## src/rtl/serial_adder_ctrl_pkg.sv

```systemverilog
// rtl/serial_adder_ctrl_pkg.sv - shared constants for the nibble-serial adder controller
//
// Purpose: state encoding of the controller FSM and the width of one adder slice.
// Ports:   none (package).
package serial_adder_ctrl_pkg;

  // Width of the single adder slice that is stepped across the operands.
  localparam int NIBBLE_W = 4;

  // Controller states (kept as plain 2-bit constants for legacy tooling).
  localparam logic [1:0] ST_IDLE = 2'd0;
  localparam logic [1:0] ST_RUN  = 2'd1;
  localparam logic [1:0] ST_DONE = 2'd2;

endpackage

```

## src/rtl/serial_adder_ctrl_nibble_adder.sv

```systemverilog
// rtl/serial_adder_ctrl_nibble_adder.sv - 4-bit ripple adder slice with carry-in
//
// Purpose: full_adder is the one-bit cell; nibble_adder_ci chains NIBBLE_W of
//          them into the ripple slice that the controller reuses on every pass.
// Ports (full_adder):      a, b, ci -> s, co
// Ports (nibble_adder_ci): a[3:0], b[3:0], ci -> s[3:0], c (carry out of bit 3)
module full_adder (
  input  logic a,
  input  logic b,
  input  logic ci,
  output logic s,
  output logic co
);

  assign s  = a ^ b ^ ci;
  assign co = (a & b) | (ci & (a ^ b));

endmodule

module nibble_adder_ci
  import serial_adder_ctrl_pkg::*;
(
  input  logic [NIBBLE_W-1:0] a,
  input  logic [NIBBLE_W-1:0] b,
  input  logic                ci,
  output logic [NIBBLE_W-1:0] s,
  output logic                c
);

  // chain[i] is the carry into bit i; chain[NIBBLE_W] leaves the slice.
  logic [NIBBLE_W:0] chain;

  assign chain[0] = ci;

  for (genvar i = 0; i < NIBBLE_W; i++) begin : g_bit
    full_adder u_fa (
      .a  (a[i]),
      .b  (b[i]),
      .ci (chain[i]),
      .s  (s[i]),
      .co (chain[i+1])
    );
  end

  assign c = chain[NIBBLE_W];

endmodule

```

## src/rtl/serial_adder_ctrl.sv

```systemverilog
// rtl/serial_adder_ctrl.sv - WIDTH-bit add/subtract sequenced one nibble per clock
//
// Purpose: accepts operands over a valid/ready handshake, steps one shared
//          4-bit adder slice across them LSB nibble first, and presents the
//          registered result with carry and signed-overflow flags.
// Ports:
//   clk, reset                 clock, asynchronous active-high reset
//   start_valid / start_ready  operand handshake (ready only in IDLE)
//   a, b, sub                  operands and operation select, captured on accept
//   res_valid / res_ready      result handshake (valid only in DONE)
//   sum, carryout, overflow    registered result and flags
//   busy                       high while passes are running
module serial_adder_ctrl
  import serial_adder_ctrl_pkg::*;
#(
  parameter int WIDTH = 16
) (
  input  logic             clk,
  input  logic             reset,
  input  logic             start_valid,
  output logic             start_ready,
  input  logic [WIDTH-1:0] a,
  input  logic [WIDTH-1:0] b,
  input  logic             sub,
  output logic             res_valid,
  input  logic             res_ready,
  output logic [WIDTH-1:0] sum,
  output logic             carryout,
  output logic             overflow,
  output logic             busy
);

  localparam int NIBBLES = WIDTH / NIBBLE_W;
  localparam int IDX_W   = $clog2(NIBBLES);
  localparam logic [IDX_W-1:0] LAST_IDX = IDX_W'(NIBBLES - 1);

  logic [1:0]       state;
  logic [IDX_W-1:0] idx;
  logic             carry;
  logic [WIDTH-1:0] opa;
  logic [WIDTH-1:0] opb;

  logic [NIBBLE_W-1:0] nib_a;
  logic [NIBBLE_W-1:0] nib_b;
  logic [NIBBLE_W-1:0] nib_s;
  logic                nib_c;

  assign start_ready = (state == ST_IDLE);
  assign busy        = (state == ST_RUN);
  assign res_valid   = (state == ST_DONE);

  assign nib_a = opa[NIBBLE_W*idx +: NIBBLE_W];
  assign nib_b = opb[NIBBLE_W*idx +: NIBBLE_W];

  nibble_adder_ci u_nibble (
    .a  (nib_a),
    .b  (nib_b),
    .ci (carry),
    .s  (nib_s),
    .c  (nib_c)
  );

  always_ff @(posedge clk or posedge reset) begin
    if (reset) begin
      state    <= ST_IDLE;
      idx      <= '0;
      carry    <= 1'b0;
      opa      <= '0;
      opb      <= '0;
      sum      <= '0;
      carryout <= 1'b0;
      overflow <= 1'b0;
    end else begin
      case (state)
        ST_IDLE: begin
          if (start_valid) begin
            // Subtract is a + ~b + 1: invert b here and seed the carry with 1.
            opa      <= a;
            opb      <= sub ? ~b : b;
            carry    <= sub;
            idx      <= '0;
            sum      <= '0;
            carryout <= 1'b0;
            overflow <= 1'b0;
            state    <= ST_RUN;
          end
        end
        ST_RUN: begin
          sum[NIBBLE_W*idx +: NIBBLE_W] <= nib_s;
          carry <= nib_c;
          if (idx == LAST_IDX) begin
            carryout <= nib_c;
            // Signed overflow: like-signed operands (after b inversion) giving
            // a result MSB that differs from them.
            overflow <= (opa[WIDTH-1] == opb[WIDTH-1]) &&
                        (nib_s[NIBBLE_W-1] != opa[WIDTH-1]);
            idx      <= '0;
            state    <= ST_DONE;
          end else begin
            idx <= idx + 1'b1;
          end
        end
        ST_DONE: begin
          if (res_ready) state <= ST_IDLE;
        end
        default: state <= ST_IDLE;
      endcase
    end
  end

endmodule

```

## config.mk

```make
export PLATFORM = sky130hd
export DESIGN_NAME = serial_adder_ctrl
export DESIGN_NICKNAME = d
export VERILOG_FILES = /design/src/rtl/serial_adder_ctrl_pkg.sv /design/src/rtl/serial_adder_ctrl_nibble_adder.sv /design/src/rtl/serial_adder_ctrl.sv
export SDC_FILE = /design/constraint.sdc
export NUM_CORES = 1
export LEC_CHECK = 0
export CORE_MARGIN = 2
export CORE_UTILIZATION = 42
export CTS_CLUSTER_SIZE = 24
export DETAILED_ROUTE_END_ITERATION = 10
export PLACE_DENSITY = 0.68
export SLEW_MARGIN = 20
export SYNTH_ARGS = -nofsm -noshare
export SYNTH_HDL_FRONTEND = slang
export SYNTH_SLANG_ARGS = --single-unit
```

## constraint.sdc

```tcl
create_clock -name clk -period 5.3 [get_ports clk]
set_input_delay 1.06 -clock clk [delete_from_list [all_inputs] [get_ports clk]]
set_output_delay 1.06 -clock clk [all_outputs]
set_load 0.005 [all_outputs]
```

After elaboration in Yosys (flattened, before gate mapping)
Cells that the tools add are included.
{"block": "word_totals", "register_bits": 55, "inputBits": 37, "output_inout_bits": 21, "wordCells": 68}
{"block": "op_classes", "n_addsub": 2, "n_eq_ne": 8, "shifts": 4, "n_mux": 18, "n_bitwise": 21, "n_reduce_logical": 7}
{"cell": "negation 4 -> 34 bit", "count": 1}
{"cell": "variable shift 4 x 34 -> 16 bit, first input constant", "count": 1}
{"cell": "variable part select 4 x 34 -> 16 bit", "count": 1}
{"cell": "two-way mux 16 bit", "count": 2}
{"cell": "one-hot mux 16 bit (2 select lines)", "count": 1}
{"cell": "variable part select 16 x 5 -> 4 bit", "count": 2}
{"cell": "bitwise mux 16 bit", "count": 1}
{"cell": "NOT 16 bit", "count": 1}
{"cell": "two-way mux 2 bit", "count": 5}
{"cell": "AND 1 bit", "count": 8}
{"cell": "XOR 1 bit", "count": 8}
{"cell": "one-hot mux 1 bit (2 select lines)", "count": 3}
{"cell": "one-hot mux 2 bit (3 select lines)", "count": 1}
{"cell": "AND reduction 3 bit", "count": 2}
{"cell": "equality test 2 bit, second input constant", "count": 2}
{"cell": "two-way mux 1 bit", "count": 4}
{"cell": "!= test 2 x 1 -> 1 bit, second input constant", "count": 2}
{"cell": "OR 1 bit", "count": 4}
{"cell": "one-hot mux 2 bit (2 select lines)", "count": 1}
{"cell": "AND reduction 2 bit", "count": 2}
{"cell": "adder 2 x 1 -> 2 bit, second input constant", "count": 1}
{"cell": "equality test 2 x 1 -> 1 bit, second input constant", "count": 1}
{"cell": "logical NOT 2 bit", "count": 1}
{"cell": "!= test 2 bit, second input constant", "count": 1}
{"cell": "4 further kinds", "count": 4}

Depth between registers and ports, before layout
{"block": "logic_depth", "word_depth": 13, "depth_mapped": 13, "mapped_depth_nobuf": 12}

Modules after synthesis
From an unflattened synthesis, not the netlist that was laid out.
{"block": "unflattened", "hier_cells": 211, "area_unflattened_um2": 2693.8}
{"module": "serial_adder_ctrl", "n_inst": 1, "cells_each": 207, "area_per_inst_um2": 2613.8}
{"module": "full_adder", "n_inst": 4, "cells_each": 1, "area_per_inst_um2": 20.0}

Worst setup path after synthesis
No wires, ideal clock.
{"block": "synth_timing", "kind": "register to register", "startpoint": "reg idx[0]", "endpoint": "reg overflow", "setup_ps": 128, "t_arrival_ps": 3008, "required_time_ps": 5172, "path_slack_ps": 2164, "path_stages_with_launch": 14, "n_path_buf": 1, "cell_sequence": "dfrtp_1 > buf_2 > mux4_2 > inv_1 > fa_1 > inv_1 > fa_1 > inv_1 > fa_1 > inv_1 > fa_1 > and3b_1 > a21oi_1 > o21ai_0"}
{"block": "synth_between", "elab_chain_cells": 13, "elab_cells_between_ends": 23, "classes_between": "eq/ne: 3; shift: 2; mux: 2; bitwise: 14; reduce/logical: 2"}
{"element": "start: declaration", "line": "serial_adder_ctrl.sv:38", "rtl": "logic [IDX_W-1:0] idx;"}
{"element": "start signal: assignment", "line": "serial_adder_ctrl.sv:100", "rtl": "idx <= idx + 1'b1;"}
{"element": "variable part select 16 x 5 -> 4 bit, on equally long branches", "line": "serial_adder_ctrl.sv:52, serial_adder_ctrl.sv:53"}
{"element": "XOR 1 bit", "line": "serial_adder_ctrl_nibble_adder.sv:16", "rtl": "assign co = (a & b) | (ci & (a ^ b));"}
{"element": "AND 1 bit", "line": "serial_adder_ctrl_nibble_adder.sv:16"}
{"element": "OR 1 bit", "line": "serial_adder_ctrl_nibble_adder.sv:16"}
{"element": "AND 1 bit", "line": "serial_adder_ctrl_nibble_adder.sv:16"}
{"element": "OR 1 bit", "line": "serial_adder_ctrl_nibble_adder.sv:16"}
{"element": "AND 1 bit", "line": "serial_adder_ctrl_nibble_adder.sv:16"}
{"element": "OR 1 bit", "line": "serial_adder_ctrl_nibble_adder.sv:16"}
{"element": "XOR 1 bit", "line": "serial_adder_ctrl_nibble_adder.sv:15", "rtl": "assign s = a ^ b ^ ci;"}
{"element": "!= test 1 bit", "line": "serial_adder_ctrl.sv:96", "rtl": "(nib_s[NIBBLE_W-1] != opa[WIDTH-1]);"}
{"element": "logical AND 1 bit", "line": "serial_adder_ctrl.sv:95", "rtl": "overflow <= (opa[WIDTH-1] == opb[WIDTH-1]) &&"}
{"element": "two-way mux 1 bit", "line": "serial_adder_ctrl.sv:91", "rtl": "if (idx == LAST_IDX) begin"}
{"element": "one-hot mux 1 bit (2 select lines)", "line": "serial_adder_ctrl.sv:74", "rtl": "case (state)"}
{"element": "end signal: assignment", "line": "serial_adder_ctrl.sv:95"}
{"element": "end: declaration", "line": "serial_adder_ctrl.sv:29", "rtl": "output logic overflow,"}
Parallel ways exist; a longest one is shown, timed or not. The select of a mux whose other input is x is not followed.
A chain may end at the register's enable or synchronous reset.

Worst setup path in the final report
Ends and elaborated chain as after synthesis.

==> results.md <==
* Total Routed Length at 5221 um
* Root Buffer Master: clkbuf_8
* Met2 wire length at 2507 um
* Die width at 83.85 um
* Hold path cells at 1
* Total congestion overflow at 0
* GP Congestion at 0.7743
* #FFs+latches synth at 55
* Worst-path clk slew at 0.09 ns
* Ports at 58
* Slowest cell on the critical path: dfrtp_1
* Wire length per cell at 14.71 um
* PwrDens at 603.0 nW/um2
* Vias at 1811
* CTS buffer count at 5
* Crit Path Max Fanout at 17
* Max Freq at 286.8 MHz
* Layout cell share with drive strength beyond 1 at 11.87%
* Critical Path RT at 5.48 ns
* Initial Util at 42.90%
* Cell Area, Synth at 2678 um2
* Vias in the first global route at around 1.8k
* Pleak at 1.417 nW
* N_diodes at 0
* Final Instance Count excl. Fillers at 355
* Post-synthesis cell count at 222
* Share of the synthesized area in the top cell type at between 50% and 60%
* CTS tree: done
* Setup crit end kind: register
* R2R cell count at 12
* Hold buffers post-CTS at 0
* Wire length on met3 at 246 um
* Clock tree buffer depth at 2
* Yosys warning count at 0
* Pin count of the biggest net entering global routing at 56
* Final setup violation count at 0
* Critical Path AT at 3.67 ns
* Worst slew margin at 36.08%
* Final hold slack at 0.4999 ns
* Dpl hpwl at about 3800 um
* Syn-to-layout area delta at 26.87%
* Clock latency on the worst-skew pair at 0.30 ns
* Row Count at 29
* Mapped Avg Cell Area at 12.06 um2
* Die span in y at 83.85 um
* Resize count post-CTS at 0
* Clk sinks at 55
* Post-synth cell types at 34
* R2R Setup Slk at roughly 1.8 ns
* First-pass GRT wire length at between 8000 and 9000 um
* Post-DR vias/cell at 5.101
* Worst min-delay path class: register to register
* Critical path class: register to register
* Die Area at 7030 um2
* Crit-path max cell delay at 0.82 ns
* Post-Synthesis Net Count at 268
* Setup Buffers After CTS at 0
* RSZ-0062 raised after global routing: false
* Worst Tran Pin Value at around 0.96 ns
* Area contributors post-synth: dfrtp_1 (51%), mux2_2 (6.7%), xnor2_1 (5.2%)
* Inst Count DP at 347
* Max-cap viol count at 0
* Minimum clock period at 3.487 ns
* Max-slew violations at 0
* Post-route setup TNS at 0 ns
* Status: finished, final reports clean
* Placed Area at 3316 um2
* Seq/Total Area, Yosys at 51.40%
* Fin Clk Skew at around 0.012 ns
* Final Hold Fails at 0
* IO buf count at 57
* Final period util at between 60% and 70%
* Final Cell Area at 3397 um2
* Antenna viol nets, final at 0
* Initial DRC Count at 96
* H-tree depth at 2
* Overall routing resource usage at 15.91%
* Core footprint at 6241 um2
* Max Used Layer: met4
* Yosys top cell by area: dfrtp_1
* CP Launch Type: register
* First-pass iteration count of the detailed router at 4
* CP Cell Sequence: mux4_2 > inv_1 > fa_1 > inv_1 > fa_1 > inv_1 > fa_1 > inv_1 > fa_1 > and3b_1 > a21oi_1 > o21ai_0
* DRC at 0
* Fin nets at 323
* WL met1 at 2443 um
* Initial antenna violation count at 0
* Worst IR Drop VDD at 0.3888 mV
worst paths after layout:
path,from,endpoint
hold / removal,sum[10],sum[10]
hold reg to reg,sum[10],sum[10]
setup reg to reg,idx[0],overflow
setup / recovery,idx[0],overflow
max in group asynchronous,reset,opa[4]
min in group asynchronous,reset,opa[6]
critical path: cells and delay by family, from the launching register on:
family / cells / cell delay, ns
DFF: 1 / 0.82
AOI/OAI and AO/OA: 2 / 0.19
adders and majority gates: 4 / 1.31
and+or+nand+nor: 1 / 0.21
buffers and inverters: 4 / 0.26
muxes: 1 / 0.58
cells in the mapped netlist:
library cell   n
mux4_1         2
a22o_1         9
nand2b_1       3
o21ai_0        2
a22oi_1        1
buf_2          7
ha_1           5
o2bb2ai_1      8
xnor2_1       16
or2_2          1
dfrtp_1       55
nor3b_2        1
mux2_2        16
and3_1         1
nor3_1         1
a21oi_1       17
fa_1           4
nor2_1        20
clkbuf_1       4
or3b_1         1
nand3_1        3
or3_1          1
a2bb2oi_1      1
nand3b_1       1
mux4_2         6
o31ai_1        2
inv_1         13
and3b_1        1
o21bai_1       1
o22ai_1        1
a21o_1         4
nor4b_1        1
nand2_1       11
nor2b_1        2
report_power, final:
part,total (W),switching (W),leakage [nW],internal (W)
Combinational,0.00106,0.000515,0.703,0.000545
Sequential,0.000767,0.000164,0.672,0.000603
Clock,0.000221,0.000128,0.0422,0.0000932
Total,0.00205,0.000808,1.42,0.00124
metrics by stage:
| stage | setup slack (ns) | utilization (%) | total power, W |
|---|---|---|---|
| 2_1_floorplan | 2.164 | - | 0.001449 |
| 3_3_place_gp | 1.875 | 53.13 | 0.001812 |
| 3_5_place_dp | 1.793 | 53.13 | 0.001840 |
| 4_1_cts | 1.763 | 54.43 | 0.002071 |
| 5_1_grt | 1.560 | 54.43 | 0.002223 |
| 6_report | 1.813 | 54.43 | 0.002048 |
final cells by class:
cell class / instances / area, um2
clock buffers: 7 / 76.32
clock inverters: 1 / 5.005
fillers: 567 / 2844
inverters: 13 / 48.80
multi-input cells: 143 / 1209
flip-flops and latches: 55 / 1376
well taps: 77 / 96.34
repair buffers: 59 / 585.6
layer usage:
metal / global-route usage [%] / up-vias
li1: - / 880
met1: 22.15 / 880
met2: 25.16 / 49
met3: 4.451 / 2
met4: 3.372 / 0
met5: 0 / -
flip-flops by register name, indices dropped and copies added (netlist names):
name and cells:
state 2, carry 1, opa 16, idx 2, overflow 1, carryout 1, sum 16, opb 16
cells by family after synthesis:
group                    after synthesis  share of synthesized area, %
AO/OA/AOI/OAI                         46                         11.92
multiplexers                          24                         13.74
adder cells (fa/ha/maj)                9                         5.327
AND/OR/NAND/NOR                       48                         8.692
buffers and inverters                 24                         3.691
flip-flops                            55                         51.40
XOR/XNOR                              16                         5.233
layout by cell type, fill, tap and decap left out, types with 2 or more instances in the layout:
master,n
clkbuf_8,5
mux4_2,6
o31ai_1,2
a21o_1,4
dfrtp_1,55
clkdlybuf4s50_1,57
clkbuf_1,2
fa_1,4
buf_4,2
xnor2_1,16
inv_1,12
a21oi_1,17
nand2_1,11
nand3_1,3
a22o_1,9
mux2_2,16
nor2_1,20
nand2b_1,3
nor2b_1,2
mux4_1,2
ha_1,5
o21ai_0,2
o2bb2ai_1,8
No activity file was read; power rests on OpenSTA's default activity.
